## src/rtl/sync_mem_array.sv

```systemverilog
// DEPTH x DATA_W masked-write memory. After reset it clears itself in DEPTH cycles. Writes take 1 cycle.
// Reads return 1 cycle after acceptance. ready drops for one cycle after each read, so reads run at most one per 2 cycles.
module sync_mem_array #(
  parameter int unsigned       DATA_W   = 8,
  parameter int unsigned       ADDR_W   = 3,
  parameter int unsigned       DEPTH    = 8,
  parameter logic [DATA_W-1:0] INIT_VAL = '0
) (
  input  logic              clk,
  input  logic              rst_n,
  input  logic              req,
  input  logic              RW,
  input  logic [ADDR_W-1:0] addr,
  input  logic [DATA_W-1:0] wdata,
  input  logic [DATA_W-1:0] wmask,
  output logic              ready,
  output logic              rvalid,
  output logic [DATA_W-1:0] rdata,
  output logic              err,
  output logic              init_done
);

  typedef enum logic [1:0] {ST_CLEAR, ST_IDLE, ST_RDOUT} state_t;

  localparam logic [ADDR_W:0]   DEPTH_L  = (ADDR_W+1)'(DEPTH);
  localparam logic [ADDR_W-1:0] LAST_PTR = ADDR_W'(DEPTH-1);

  state_t              state_q, state_d;
  logic [ADDR_W-1:0]   ptr_q, ptr_d;
  logic                rvalid_q, rvalid_d;
  logic                err_q, err_d;
  logic                init_done_q, init_done_d;
  logic [DATA_W-1:0]   rdata_q, rdata_d;
  logic [DATA_W-1:0]   mem_q [DEPTH];

  logic                mem_we;
  logic [ADDR_W-1:0]   mem_waddr;
  logic [DATA_W-1:0]   mem_wdat;
  logic                accept;
  logic                in_range;
  logic [ADDR_W-1:0]   rd_idx;

  assign accept   = req & (state_q == ST_IDLE);
  assign in_range = ({1'b0, addr} < DEPTH_L);
  // Keep the array index legal even when the request itself is out of range.
  assign rd_idx   = in_range ? addr : '0;

  always_comb begin
    state_d     = state_q;
    ptr_d       = ptr_q;
    rvalid_d    = 1'b0;
    err_d       = 1'b0;
    init_done_d = init_done_q;
    rdata_d     = rdata_q;
    mem_we      = 1'b0;
    mem_waddr   = rd_idx;
    mem_wdat    = (mem_q[rd_idx] & ~wmask) | (wdata & wmask);
    case (state_q)
      ST_CLEAR: begin
        mem_we    = 1'b1;
        mem_waddr = ptr_q;
        mem_wdat  = INIT_VAL;
        ptr_d     = ptr_q + ADDR_W'(1);
        if (ptr_q == LAST_PTR) begin
          state_d     = ST_IDLE;
          init_done_d = 1'b1;
          ptr_d       = '0;
        end
      end
      ST_IDLE: begin
        if (accept) begin
          err_d = ~in_range;
          if (in_range) begin
            if (RW) begin
              mem_we = 1'b1;
            end else begin
              rdata_d  = mem_q[rd_idx];
              rvalid_d = 1'b1;
              state_d  = ST_RDOUT;
            end
          end
        end
      end
      ST_RDOUT: state_d = ST_IDLE;
      default:  state_d = ST_CLEAR;
    endcase
  end

  always_ff @(posedge clk or negedge rst_n) begin
    if (!rst_n) begin
      state_q     <= ST_CLEAR;
      ptr_q       <= '0;
      rvalid_q    <= 1'b0;
      err_q       <= 1'b0;
      init_done_q <= 1'b0;
      rdata_q     <= '0;
    end else begin
      state_q     <= state_d;
      ptr_q       <= ptr_d;
      rvalid_q    <= rvalid_d;
      err_q       <= err_d;
      init_done_q <= init_done_d;
      rdata_q     <= rdata_d;
    end
  end

  // Array contents are defined by the clear sequence, not by reset.
  always_ff @(posedge clk) begin
    if (mem_we) mem_q[mem_waddr] <= mem_wdat;
  end

  assign ready     = (state_q == ST_IDLE);
  assign rvalid    = rvalid_q;
  assign rdata     = rdata_q;
  assign err       = err_q;
  assign init_done = init_done_q;

endmodule

```

## config.mk

```make
export PLATFORM = sky130hd
export DESIGN_NAME = sync_mem_array
export DESIGN_NICKNAME = d
export VERILOG_FILES = /design/src/rtl/sync_mem_array.sv
export SDC_FILE = /design/constraint.sdc
export NUM_CORES = 1
export LEC_CHECK = 0
export ABC_AREA = 1
export CORE_ASPECT_RATIO = 0.9
export CORE_MARGIN = 2
export CORE_UTILIZATION = 60
export CTS_CLUSTER_DIAMETER = 150
export CTS_CLUSTER_SIZE = 16
export DETAILED_ROUTE_END_ITERATION = 7
export PLACE_DENSITY_LB_ADDON = 0.08
export SKIP_CTS_REPAIR_TIMING = 1
export SYNTH_ARGS = -nofsm -noshare
export SYNTH_HDL_FRONTEND = slang
export SYNTH_SLANG_ARGS = --single-unit
```

## constraint.sdc

```tcl
create_clock -name clk -period 3.45 [get_ports clk]
set_clock_uncertainty 0.2 [all_clocks]
set_input_delay 0.5175 -clock clk [delete_from_list [all_inputs] [get_ports clk]]
set_output_delay 0.5175 -clock clk [all_outputs]
set_load 0.005 [all_outputs]
```

==> summary.txt, run 1 <==
Timing
  • Tmin final: 2.54 ns
  • Setup violators final: 0
  • Slew @ Worst Pin: 0.807 ns
  • Relative max-transition margin: 46.0%
  • Period utilization: 73.7%
  • Setup TNS: 0 ns
  • Final Hold Vio Count: 0
  • Slew Viols, Final: 0
  • Fmax: between 300 and 400 MHz
  • Unrepaired setup endpoints after global routing: no

Drt
  • Via density: 5.28
  • Antenna Violating Nets Remaining: 0
  • # DRC: 0
  • Pre-Repair DR Iteration Count: 5
  • 1st-iter DRT viols: 165
  • Vias: 2527
  • Final WL: 7750 um
  • Mean routed wirelength per cell: 16.2 um

Placed design
  • Post-DP HPWL: 5380 um
  • Global placer's final weighted congestion: 0.912
  • Placed Instances: 463
  • Port-buffer cells: 33

Setup path
  • Critical path arrival: 2.32 ns
  • Worst setup path class: in -> reg
  • Worst path slowest cell: clkdlybuf4s50_1
  • Crit-path max FO: 9
  • Nature of the critical path endpoint: flop
  • CP startpoint kind: input port
  • Crit-path cells: clkdlybuf4s50_1 > inv_2 > o21ai_1 > nand2_1 > nor2_1
  • Top delay family on crit path: buffers and inverters
  • CP peak stage delay: 0.67 ns
  • Required time of the worst setup path: 3.23 ns
  • CP bufs+invs: 2

Logic synthesis
  • Mapped Avg Cell Area: 10.0 sq um
  • Sequential element share of the synthesized area: 62.0%
  • Synth area leaders: edfxtp_1, dfrtp_1, nand2_1, inv_1, nand3_1
  • Synth Area in Simple Gates: 19.2%
  • Gate Count Post-Synth: 370
  • Share of the synthesized area in the top cell type: 51.9%
  • Combinational family with the most area after synthesis: simple AND/OR/NAND/NOR gates
  • Synth unique cells: 24
  • YS warnings: 0
  • Complex-gate fraction of the synthesized area: 6.02%
  • Netlist Area Pre-Place: 3700 sq um
  • Post-Synth XOR/XNOR Area: 0%
  • Post-synth ARST share: 19.0%
  • Top FF cell, synth: edfxtp_1
  • Top-count cell post-synth: nand2_1
  • Adder-Cell Fraction of Synth Area: 0.676%
  • Yosys top cell by area: edfxtp_1
  • Multiplexer share of the synthesized area: 0%
  • EDFF count, synth: 64
  • Post-synth top cells: nand2_1, inv_1, edfxtp_1, nand3_1, dfrtp_1
  • Net count after synthesis: 395
  • FF+latch count, synth: 79

Layout
  • Sequential Area: roughly 2300 sq um
  • Nets: 427
  • Antenna Cells: 0
  • Post-route insts no fill: 479
  • # fillers: 447
  • Fin util: roughly 70%
  • Layout cells sized above 1: 12.5%
  • Layout area overhead: 14.8%
  • Multi-input logic area: 962 sq um

Clocking
  • Clk Latency, worst-skew pair: 0.35 ns
  • CTS tree: yes
  • Clock root cell: clkbuf_8
  • Total CTS buffers: 9
  • Clk sinks: 79
  • Clock-pin transition on the worst setup and hold timing paths: 0.07 ns
  • Htree depth: 3
  • Clock Path Buffers: 2

Run
  • Max_cap viols: 0

Floorplanning
  • I/O pin count: 35
  • Horiz. Die Dim: 86.8 um
  • Core area: 6050 sq um
  • Die area: 6820 sq um
  • FP Rows: 27
  • Initial Utilization: just over 60%
  • DIE HEIGHT: 78.5 um

Global route
  • Total global-route track usage: 24.5%
  • First-pass GRT wire length: 12000 um
  • Largest net degree at the start of global routing: 34
  • Grt ovf: 0
  • Initial antenna violation count: 0
  • Vias in the first global route: 2278

Power and ir drop
  • Net Switching: 0.980 mW
  • VDD IR max: 544 uV
  • Switch share: 31.2%
  • Clock power frac: 25.4%
  • Sequential group share of total power: about 47%
  • Logic gate share of total power: 27.9%
  • Internal power: 2.16 mW
  • LEAKAGE: 1.92 nW
  • PD cells: around 740 nW/um^2

Worst hold path
  • Min-Delay Path Class: reg -> reg

Status
  • Status: complete, no violations
final cells by class:
cell class                 instances  area share [%]
clock inverter                     7            2.62
timing repair buffer              35            8.12
inverter                          84            7.54
tap                               72            2.12
sequential                        79            54.0
multi-input combinational        193            22.6
clock buffer                       9            2.91
metrics by stage:
step                      setup WS, ns  total power [mW]  cell area (sq um)  hold slack [ns]
after floorplan                   1.45              2.03               3700           0.0219
after CTS                        0.938              3.16               4250            0.269
after global placement           0.596              2.34               4020            0.243
after detailed placement         0.574              2.37               4020            0.252
after global routing             0.719              3.31               4250            0.273
final                            0.907              3.14               4250            0.263
routing by layer:
| metal | part of all wire (%) | track usage [%] |
|---|---|---|
| met5 | 0 | 0 |
| met4 | 1.6 | 8.59 |
| met1 | 45 | 34.0 |
| met2 | 48 | 38.2 |
| met3 | 5.6 | 5.26 |
power groups by stage:
| stage | combinational, mW | sequential, mW | clock (mW) |
|---|---|---|---|
| 6_report | 0.877 | 1.46 | 0.798 |
| 5_1_grt | 0.978 | 1.48 | 0.846 |
| 4_1_cts | 0.885 | 1.46 | 0.809 |
| 3_5_place_dp | 0.881 | 1.48 | 0 |
| 3_3_place_gp | 0.865 | 1.48 | 0 |
| 2_1_floorplan | 0.557 | 1.47 | 0 |
sequential cells by signal, indices dropped and copies added, names as in the netlist:
signal,cells
init_done,1
mem_q,64
ptr_q,3
rdata,8
rvalid,1
state_q,2
kinds of logic after synthesis:
group | count (synthesis)
other | 1
and+or+nand+nor | 158
DFF | 79
buffers and inverters | 98
AOI/OAI and AO/OA | 32
adders and majority gates | 2
layout by cell type, fill, tap and decap left out, drive strengths merged, types with 9 or more instances in the layout:
cell type,n
edfxtp,64
nand3,48
inv,84
clkdlybuf4s50,33
nand2,93
a21oi,9
o21ai,22
nor2,17
clkbuf,9
dfrtp,15
path summary, 6_finish.rpt:
path	from	to	slack, ns	depth (start not counted)
max in group asynchronous	rst_n	ptr_q[1]	2.19	1
setup / recovery	addr[2]	mem_q[5][7]	0.91	5
hold / removal	init_done	init_done	0.26	1
min in group asynchronous	rst_n	rvalid	0.39	1
hold reg to reg	init_done	init_done	0.26	1
setup reg to reg	state_q[0]	mem_q[5][7]	1.04	5
(Power assumes the default switching activity.)
==> run 2, diff against run 1 <==
--- a/config.mk
+++ b/config.mk
@@ -8,7 +8,7 @@
 export ABC_AREA = 1
 export CORE_ASPECT_RATIO = 0.9
 export CORE_MARGIN = 2
-export CORE_UTILIZATION = 60
+export CORE_UTILIZATION = 51
 export CTS_CLUSTER_DIAMETER = 150
 export CTS_CLUSTER_SIZE = 16
 export DETAILED_ROUTE_END_ITERATION = 7
==> constraint.sdc (replaced) <==
create_clock -name clk -period 2.3 [get_ports clk]
set_clock_uncertainty 0.2 [all_clocks]
set_input_delay 0.345 -clock clk [delete_from_list [all_inputs] [get_ports clk]]
set_output_delay 0.345 -clock clk [all_outputs]
set_load 0.005 [all_outputs]
==> run 2 against run 1 <==
Effect of this change:
- power rose by 47%
- first-iteration DRC count fell by 30%
- setup slack got worse by 0.64 ns
- critical path depth fell by 2
- routed wire length rose by 1.6%
- design area rose by 4.5%
- utilization fell by 7.2 points
==> summary.txt, run 2 (synthesis results as in run 1) <==
Status
  • Status: complete, no violations

Layout
  • Layout area overhead: 19.9%
  • Biggest register: mem_q
  • Layout cells sized above 1: roughly 17%
  • Max FFs per register: 64
  • Fin util: a little over three fifths
  • Commonest non-fill, non-tap cell in the layout: nand2_1
  • Antenna Cells: 0
  • Nets: 450
  • Most frequent cells in the layout: nand2_1, inv_1, edfxtp_1

Setup path
  • Required time of the worst setup path: ~1.8 ns
  • Critical path arrival: approximately 1.5 ns
  • Worst setup path class: reg -> out
  • Nature of the critical path endpoint: primary output
  • CP startpoint kind: flop
  • Crit-path max FO: 4
  • Cell depth of the worst flop-to-flop path: 6

Clocking
  • Clk Latency, worst-skew pair: 0.35 ns
  • Total CTS buffers: 9
  • Clock Path Buffers: 2
  • Clock-pin transition on the worst setup and hold timing paths: 0.08 ns
  • Clock root cell: clkbuf_8
  • Clk sinks: 79
  • Htree depth: 3
  • CTS tree: yes

Drt
  • Final WL: between 7000 and 8000 um
  • 1st-iter DRT viols: 115
  • Vias: 2566
  • Mean routed wirelength per cell: 15.0 um
  • Antenna Violating Nets Remaining: 0
  • Via density: 4.91
  • Pre-Repair DR Iteration Count: 4
  • # DRC: 0

Power and ir drop
  • Internal power: 3.13 mW
  • Total power: 4.61 mW
  • Logic gate share of total power: between 30 and 40%
  • Sequential group share of total power: 47.4%
  • Clock power frac: 21.5%
  • VDD IR max: about 600 uV
  • LEAKAGE: 2.03 nW
  • PD cells: 1040 nW/um^2
  • Switch share: 32.0%
  • Net Switching: 1.47 mW

Timing
  • Fmax: 492 MHz
  • Period utilization: 88.3%
  • Setup TNS: 0 ns
  • Slew @ Worst Pin: 0.700 ns
  • Unrepaired setup endpoints after global routing: no
  • Final Hold Vio Count: 0
  • Tmin final: 2.03 ns
  • Slew Viols, Final: 0
  • Relative max-transition margin: 53.2%
  • Setup slack after layout: around 0.27 ns
  • Setup violators final: 0

Global route
  • Total global-route track usage: around 21%
  • Initial antenna violation count: 0
  • Grt ovf: 0
  • Largest net degree at the start of global routing: 33
  • Vias in the first global route: 2450
  • First-pass GRT wire length: between 10000 and 15000 um

Placed design
  • Pre-CTS setup slack: -0.0147 ns
  • Port-buffer cells: 33
  • Global placer's final weighted congestion: a little over 0.8
  • Post-DP HPWL: 5370 um

Floorplanning
  • Horiz. Die Dim: 93.8 um
  • Core area: 7040 sq um
  • DIE HEIGHT: 84.8 um
  • Die area: 7960 sq um
  • I/O pin count: 35
  • Initial Utilization: 52.6%
  • FP Rows: 29

Worst hold path
  • Min-Delay Path Class: in -> async

Run
  • Max_cap viols: 0
## run 2: cell types whose count changed in the layout (fill, tap and decap cells not counted), sizes merged
cell      delta
clkbuf       +1
buf         +23
clkinv       +2
clkinvlp     -1
bufinv       -2
## run 2: layer usage
layer | vias to the layer above | GRT usage, % | routed length (um)
li1 | 1285 | - | -
met5 | - | 0 | 0
met2 | 87 | 31.8 | 3570
met3 | 16 | 5.06 | 455
met4 | 0 | 8.43 | 160
met1 | 1178 | 30.9 | 3680
## run 2: area by class of cell
type,count,area (sq um)
fill,605,2600
sequential,79,2300
multi-input combinational,193,962
timing repair buffer,58,556
inverter,84,320
clock buffer,10,128
tap,93,116
clock inverter,6,61.3
## run 2: critical path, cell delays in order, from the launching register on
cell and delay [ns]:
dfrtp_1 0.44, inv_2 0.06, nor2_4 0.12, clkdlybuf4s50_1 0.52
## run 2: final timing paths
path                            start          end  slack (ns)
max                        state_q[0]        ready        0.27
min                             rst_n     rdata[0]        0.21
max reg2reg                state_q[0]  mem_q[2][7]        0.43
min reg2reg                 init_done    init_done        0.27
max in group asynchronous       rst_n   state_q[1]        1.23
min in group clk            init_done    init_done        0.27
## run 2: power by group through the flow
| stage | Combinational (mW) | Sequential, mW | Clock, mW |
|---|---|---|---|
| floorplan | 0.836 | 2.21 | 0 |
| global placement | 1.44 | 2.21 | 0 |
| detailed placement | 1.45 | 2.22 | 0 |
| CTS | 1.45 | 2.19 | 1.01 |
| global route | 1.60 | 2.22 | 1.06 |
| finish | 1.43 | 2.19 | 0.989 |
## run 2: metrics by stage
step / instance area [sq um] / hold WS, ns / cells
floorplan: 3700 / -0.151 / 370
global placement: 4250 / 0.242 / 507
detailed placement: 4250 / 0.260 / 507
CTS: 4440 / 0.226 / 523
global route: 4440 / 0.267 / 523
finish: 4440 / 0.213 / 523
